`src/rtl/scope_acq_pkg.sv`:
```
// Shared types for the digitizer acquisition sequencer: the state encoding
// reported on the state port, and the default buffer geometry.
package scope_acq_pkg;

  typedef enum logic [2:0] {
    ST_IDLE  = 3'd0,
    ST_PRE   = 3'd1,
    ST_ARMED = 3'd2,
    ST_POST  = 3'd3,
    ST_DONE  = 3'd4
  } acq_state_t;

  localparam int BUF_AW_DEFAULT = 13;
  localparam int DEPTH = 2 ** BUF_AW_DEFAULT;

endpackage

```
`src/rtl/scope_acq_seq.sv`:
```
// Acquisition sequencer: arm / pretrigger fill / trigger wait / post-trigger / done,
// generating the circular-buffer write strobe and address one cycle after each sample.
module scope_acq_seq
  import scope_acq_pkg::*;
#(
  parameter int BUF_AW = 13,
  parameter int CNT_W  = 16
) (
  input  logic              clk,
  input  logic              rst_n,
  input  logic              arm,
  input  logic              abort,
  input  logic              auto_rearm,
  input  logic [BUF_AW-1:0] pretrig,
  input  logic              sample_valid,
  input  logic              trig_in,
  input  logic              rd_ack,
  output logic              wr_en,
  output logic [BUF_AW-1:0] wr_addr,
  output logic [BUF_AW-1:0] trig_addr,
  output logic [BUF_AW-1:0] start_addr,
  output logic [2:0]        state,
  output logic              done,
  output logic [CNT_W-1:0]  acq_count
);

  localparam logic [BUF_AW-1:0] ADDR_ONE = BUF_AW'(1);

  acq_state_t        st_reg, st_next;
  logic [BUF_AW-1:0] ptr_reg;
  logic [BUF_AW-1:0] cnt_reg;   // PRE: writes so far; POST: writes remaining
  logic [BUF_AW-1:0] pre_reg;
  logic              accept;
  logic              relatch;
  logic              trig_hit;
  logic              post_zero;

  // Post-trigger length is DEPTH-1-pre, i.e. the bitwise complement of pre.
  assign post_zero = &pre_reg;
  assign state     = st_reg;

  always_comb begin
    st_next  = st_reg;
    relatch  = 1'b0;
    trig_hit = 1'b0;
    accept   = sample_valid && !abort &&
               (st_reg == ST_PRE || st_reg == ST_ARMED || st_reg == ST_POST);
    if (abort) begin
      st_next = ST_IDLE;
    end else begin
      case (st_reg)
        ST_IDLE:  if (arm) relatch = 1'b1;
        ST_PRE:   if (sample_valid && (cnt_reg + ADDR_ONE) == pre_reg) st_next = ST_ARMED;
        ST_ARMED: if (sample_valid && trig_in) begin
                    trig_hit = 1'b1;
                    st_next  = post_zero ? ST_DONE : ST_POST;
                  end
        ST_POST:  if (sample_valid && cnt_reg == ADDR_ONE) st_next = ST_DONE;
        ST_DONE:  if (arm || (rd_ack && auto_rearm)) relatch = 1'b1;
                  else if (rd_ack) st_next = ST_IDLE;
        default:  st_next = ST_IDLE;
      endcase
      if (relatch) st_next = (pretrig == '0) ? ST_ARMED : ST_PRE;
    end
  end

  always_ff @(posedge clk or negedge rst_n) begin
    if (!rst_n) begin
      st_reg     <= ST_IDLE;
      ptr_reg    <= '0;
      cnt_reg    <= '0;
      pre_reg    <= '0;
      wr_en      <= 1'b0;
      wr_addr    <= '0;
      trig_addr  <= '0;
      start_addr <= '0;
      done       <= 1'b0;
      acq_count  <= '0;
    end else begin
      st_reg <= st_next;
      wr_en  <= accept;
      done   <= (st_next == ST_DONE);
      if (accept) begin
        wr_addr <= ptr_reg;
        ptr_reg <= ptr_reg + ADDR_ONE;
      end
      if (accept && st_reg == ST_PRE)  cnt_reg <= cnt_reg + ADDR_ONE;
      if (accept && st_reg == ST_POST) cnt_reg <= cnt_reg - ADDR_ONE;
      if (trig_hit) begin
        trig_addr  <= ptr_reg;
        start_addr <= ptr_reg - pre_reg;
        cnt_reg    <= ~pre_reg;
      end
      if (relatch) begin
        pre_reg <= pretrig;
        ptr_reg <= '0;
        cnt_reg <= '0;
      end
      if (st_next == ST_DONE && st_reg != ST_DONE) acq_count <= acq_count + CNT_W'(1);
    end
  end

endmodule
```
`config.mk`:
```
export PLATFORM = sky130hd
export DESIGN_NAME = scope_acq_seq
export DESIGN_NICKNAME = d
export VERILOG_FILES = /design/src/rtl/scope_acq_pkg.sv /design/src/rtl/scope_acq_seq.sv
export SDC_FILE = /design/constraint.sdc
export NUM_CORES = 1
export LEC_CHECK = 0
export ABC_AREA = 1
export ABC_CLOCK_PERIOD_IN_PS = 2200
export CAP_MARGIN = 20
export CORE_ASPECT_RATIO = 1.1
export CORE_MARGIN = 2
export CORE_UTILIZATION = 55
export DETAILED_ROUTE_END_ITERATION = 8
export PLACE_DENSITY = 0.84
export SLEW_MARGIN = 20
export SYNTH_ARGS = -nofsm -noshare
export SYNTH_HDL_FRONTEND = slang
export SYNTH_SLANG_ARGS = --single-unit
```
`constraint.sdc`:
```
create_clock -name clk -period 2.2 [get_ports clk]
set_input_delay 0.44 -clock clk [delete_from_list [all_inputs] [get_ports clk]]
set_output_delay 0.44 -clock clk [all_outputs]
set_load 0.01 [all_outputs]
```
==> results <==
- The run finished with clean final reports.
- The startpoint type of the worst setup path is a primary input.
- The launch point of the worst path is sample_valid.
- The maximum clock frequency is 475.8 MHz.
- The fraction of the cycle the final worst path needs is between 90% and 100%.
- Clock-pin slew was measured on the worst setup and hold paths at 0.11 ns.
- The worst clock skew on the final layout is around 0.013 ns.
- When the netlist entered floorplanning its net count stood at roughly 770.
- The gate count of the mapped netlist is around 730.
- In this run the power density over the cells is about 600 mW/mm^2.
- The worst-case IR drop observed on VDD is approximately 0.58 mV.
- In this run the worst hold path is classified as in -> async.
- TritonCTS created 9 clock buffers.
- The first global-routing pass estimated ~26,000 um of wire.
- The endpoint identified for the worst register-to-register timing path is start_addr[8].
- The startpoint of the lowest-slack register-to-register path is pre_reg[3].
- After detailed placement, the design holds a cell count of 936.
- The register with the most flip-flops in the final layout is acq_count.
- At the later pin of the worst-skew pair, clock insertion delay measures 0.38 ns.
- The cell area reported after detailed placement is just under 0.007 mm^2.
- The number of port buffers is 80.
- The initial antenna violation count was 0.
- The final count of pins violating max slew is 0.
- The shortest clock period the worst path allows after layout is 2.102 ns.
- The count of warnings emitted by yosys is 0.
- The number of hold violations in the final report is 0.
- The total of max-cap violations is 0.
- Measured against its own limit, the worst slew margin works out to 62.29%.
- CTS placed an instance of sky130_fd_sc_hd__clkbuf_8 at the clock tree root.
- The setup-violating endpoint count in the final report is 0.
- The final weighted congestion of routability-driven global placement is approximately 0.93.
- The number of global-route vias before repair is between 5,000 and 6,000.
- In the routed layout, each cell is associated on average with a via count of between 5 and 6.
- The share of the Yosys chip area taken by registers is between 40 and 50%.
- The share of total power dissipated in the clock network is roughly 28%.
- Adding up every negative setup slack in the final design gives 0 ns.
- The HPWL after detailed placement is around 12,000 um.
- The die is about 110 um tall.
- In the layout the commonest cells are sky130_fd_sc_hd__nand2_1, sky130_fd_sc_hd__dfrtp_1, sky130_fd_sc_hd__clkdlybuf4s50_1.
- At the worst endpoint, the arrival time is between 2 and 2.5 ns.
- The number of cells in the finished layout apart from fillers is 954.
- In the final layout, the share of cells above drive strength 1 is a little over a tenth.
- CTS saw between 90 and 100 sinks.
- Summed over all layers, the routed wires come to ~16,000 um.
- The register with the most flip-flops in the layout has 16 of them.
- Counting cells, the worst reg-to-reg path comes to 11.
- The combined area of all synthesized cells is approximately 0.0057 mm^2.
- Combinational cells account for 22.9% of the total power.
- The leakage power total is 0.003306 uW.
- Once detail routing completed, the nets flagged for antenna violations numbered 0.
- The fraction of the core area covered by cells at the end of the flow is 70.45%.
- Averaged over all synthesized cells, the footprint is ~7.8 um^2.
- The detailed router placed roughly 5,400 vias in this run.
- The total internal power is around 2800 uW.
- In this run the horizontal extent of the chip is around 100 um.
- After synthesis the netlist holds a flip-flop and latch count of 99.
- The highest net fanout along the worst path is 14.
- In this run the number of H-tree levels came out at 3.
- The switching power share of the total is roughly a third.
- The measured slew at the worst slew-check pin is between 0.5 and 0.6 ns.
- Of the total power, registers draw 49.0%.
- The floorplan step defined a die boundary enclosing 0.01113 mm^2.
- During I/O placement, the number of pins put on the boundary was between 80 and 90.
- The endpoint of the worst setup timing path is cnt_reg[12].
- The length of the first detailed-routing pass in iterations is 5.
- The area growth from synthesis to layout is 23.62%.
- The core box area is ~0.0099 mm^2.
- The routed wirelength normalized by instance count is roughly 16 um.
- The critical path class is in -> reg.
- The count of distinct cell types in the synthesized netlist is 42.
- For this block, the initial DRC count from the detailed router was approximately 340.
- After floorplanning, the core was divided into 38 placement rows.
- The number of buffers inserted by hold repair at cts is 0.
- TritonCTS built the clock tree.
- The setup check on the worst reg-to-reg path leaves a slack of ~0.15 ns.
- The worst setup path is captured at a register.
- The count of inserted antenna diode cells is 0.
- Setup repair after global routing left no endpoint under its margin.
- The remaining global-route overflow is 0.
- The total power is roughly 4100 uW.
- The area of all placed cells without fillers is 0.007000 mm^2.
- The data required time of the worst path is around 2.5 ns.
- Global routing used between 20 and 30% of the available tracks.
- The starting density of the core is a little under three fifths.
- The pin count of the biggest net entering global routing is 43.
- The net count of the finished layout is ~870.
- The maximum clock path buffer count is 2.
- The net load switching power is between 1000 and 1500 uW.
- The remaining routing DRC violations is 0.
- The most frequent standard cell in the layout excluding fill and tap cells is sky130_fd_sc_hd__nand2_1.
==> what timing repair did <==
action                                  CTS  global route
buffers inserted                          0             2
gates resized for setup                   0            12
endpoints found under the setup margin    0             6
hold endpoints to repair                  0             0
==> logic make-up after synthesis <==
group | after synthesis | synth area share (%)
AO/OA/AOI/OAI | 140 | 13.61
XOR/XNOR | 29 | 4.485
AND/OR/NAND/NOR | 337 | 26.87
buffers and inverters | 103 | 7.181
flip-flops | 99 | 43.75
adder cells (fa/ha/maj) | 18 | 4.110
==> per-stage QoR <==
| stage | setup slack, ns | hold slack, ns |
|---|---|---|
| after CTS | 0.1201 | 0.05578 |
| final | 0.09819 | 0.04545 |
| after detailed placement | -0.2001 | 0.4708 |
| after floorplan | 0.3366 | 0.1444 |
| after global routing | 0.000007105 | 0.07135 |
| after global placement | -0.04115 | 0.4618 |
==> how the worst min path moves through the flow <==
stage	endpoint	slack (ns)
CTS	cnt_reg[7]	0.06
global route	cnt_reg[3]	0.07
detailed placement	cnt_reg[3]	0.47
finish	cnt_reg[7]	0.05
floorplan	acq_count[0]	0.14
global placement	cnt_reg[2]	0.46
==> per-layer routing <==
metal  wire length (um)  track usage [%]  vias to the layer above
met5                  0                0                        -
met2               8045            49.78                      182
met1               6376            37.01                     2600
li1                   -                -                     2601
met4                467            12.05                        0
met3                813            5.253                       37
==> Yosys cell counts, drive strengths merged <==
cell	number	area share [%]
a211oi	1	0.13
a311oi	1	0.15
o211ai	7	0.93
nor3b	1	0.13
nand4	11	1.2
nor3	13	1.4
nor4	3	0.33
o22ai	5	0.55
o21ai	85	7.5
ha	17	3.8
nand3	63	5.7
nand2	183	13
xor2	22	3.4
xnor2	7	1.1
clkbuf	10	0.66
a21oi	30	2.7
nand3b	2	0.49
a31o	1	0.15
dfrtp	99	44
o221ai	4	0.73
nor2	59	4.8
o21a	4	0.53
o31ai	2	0.27
or2	1	0.11
inv	85	5.7
fa	1	0.35
buf	8	0.84
or4	1	0.13
==> power by group through the flow <==
stage / clock (uW) / combinational, uW / sequential (uW)
3_5_place_dp: 0 / 909 / 2060
3_3_place_gp: 0 / 878 / 2050
6_report: 1160 / 944 / 2020
5_1_grt: 1260 / 1050 / 2040
4_1_cts: 1180 / 915 / 2020
2_1_floorplan: 0 / 499 / 2060
==> cell type report <==
| type | instances | area [um^2] |
|---|---|---|
| Fill cell | 768 | 2937 |
| Multi-Input combinational cell | 524 | 2796 |
| Sequential cell | 99 | 2477 |
| Timing Repair Buffer | 110 | 1061 |
| Inverter | 85 | 321.6 |
| Tap cell | 120 | 150.1 |
| Clock buffer | 10 | 137.6 |
| Clock inverter | 6 | 56.30 |
==> critical path, stage by stage <==
cell and delay (ns):
sky130_fd_sc_hd__clkdlybuf4s50_1 0.52, sky130_fd_sc_hd__inv_1 0.07, sky130_fd_sc_hd__nor2_1 0.12, sky130_fd_sc_hd__nand3_1 0.22
sky130_fd_sc_hd__nor2_1 0.22, sky130_fd_sc_hd__inv_1 0.24, sky130_fd_sc_hd__a21oi_1 0.19, sky130_fd_sc_hd__o21ai_0 0.10
sky130_fd_sc_hd__o211ai_1 0.10, sky130_fd_sc_hd__nand3_1 0.11, sky130_fd_sc_hd__o21ai_1 0.08
Power figures use the tool's default switching activity.
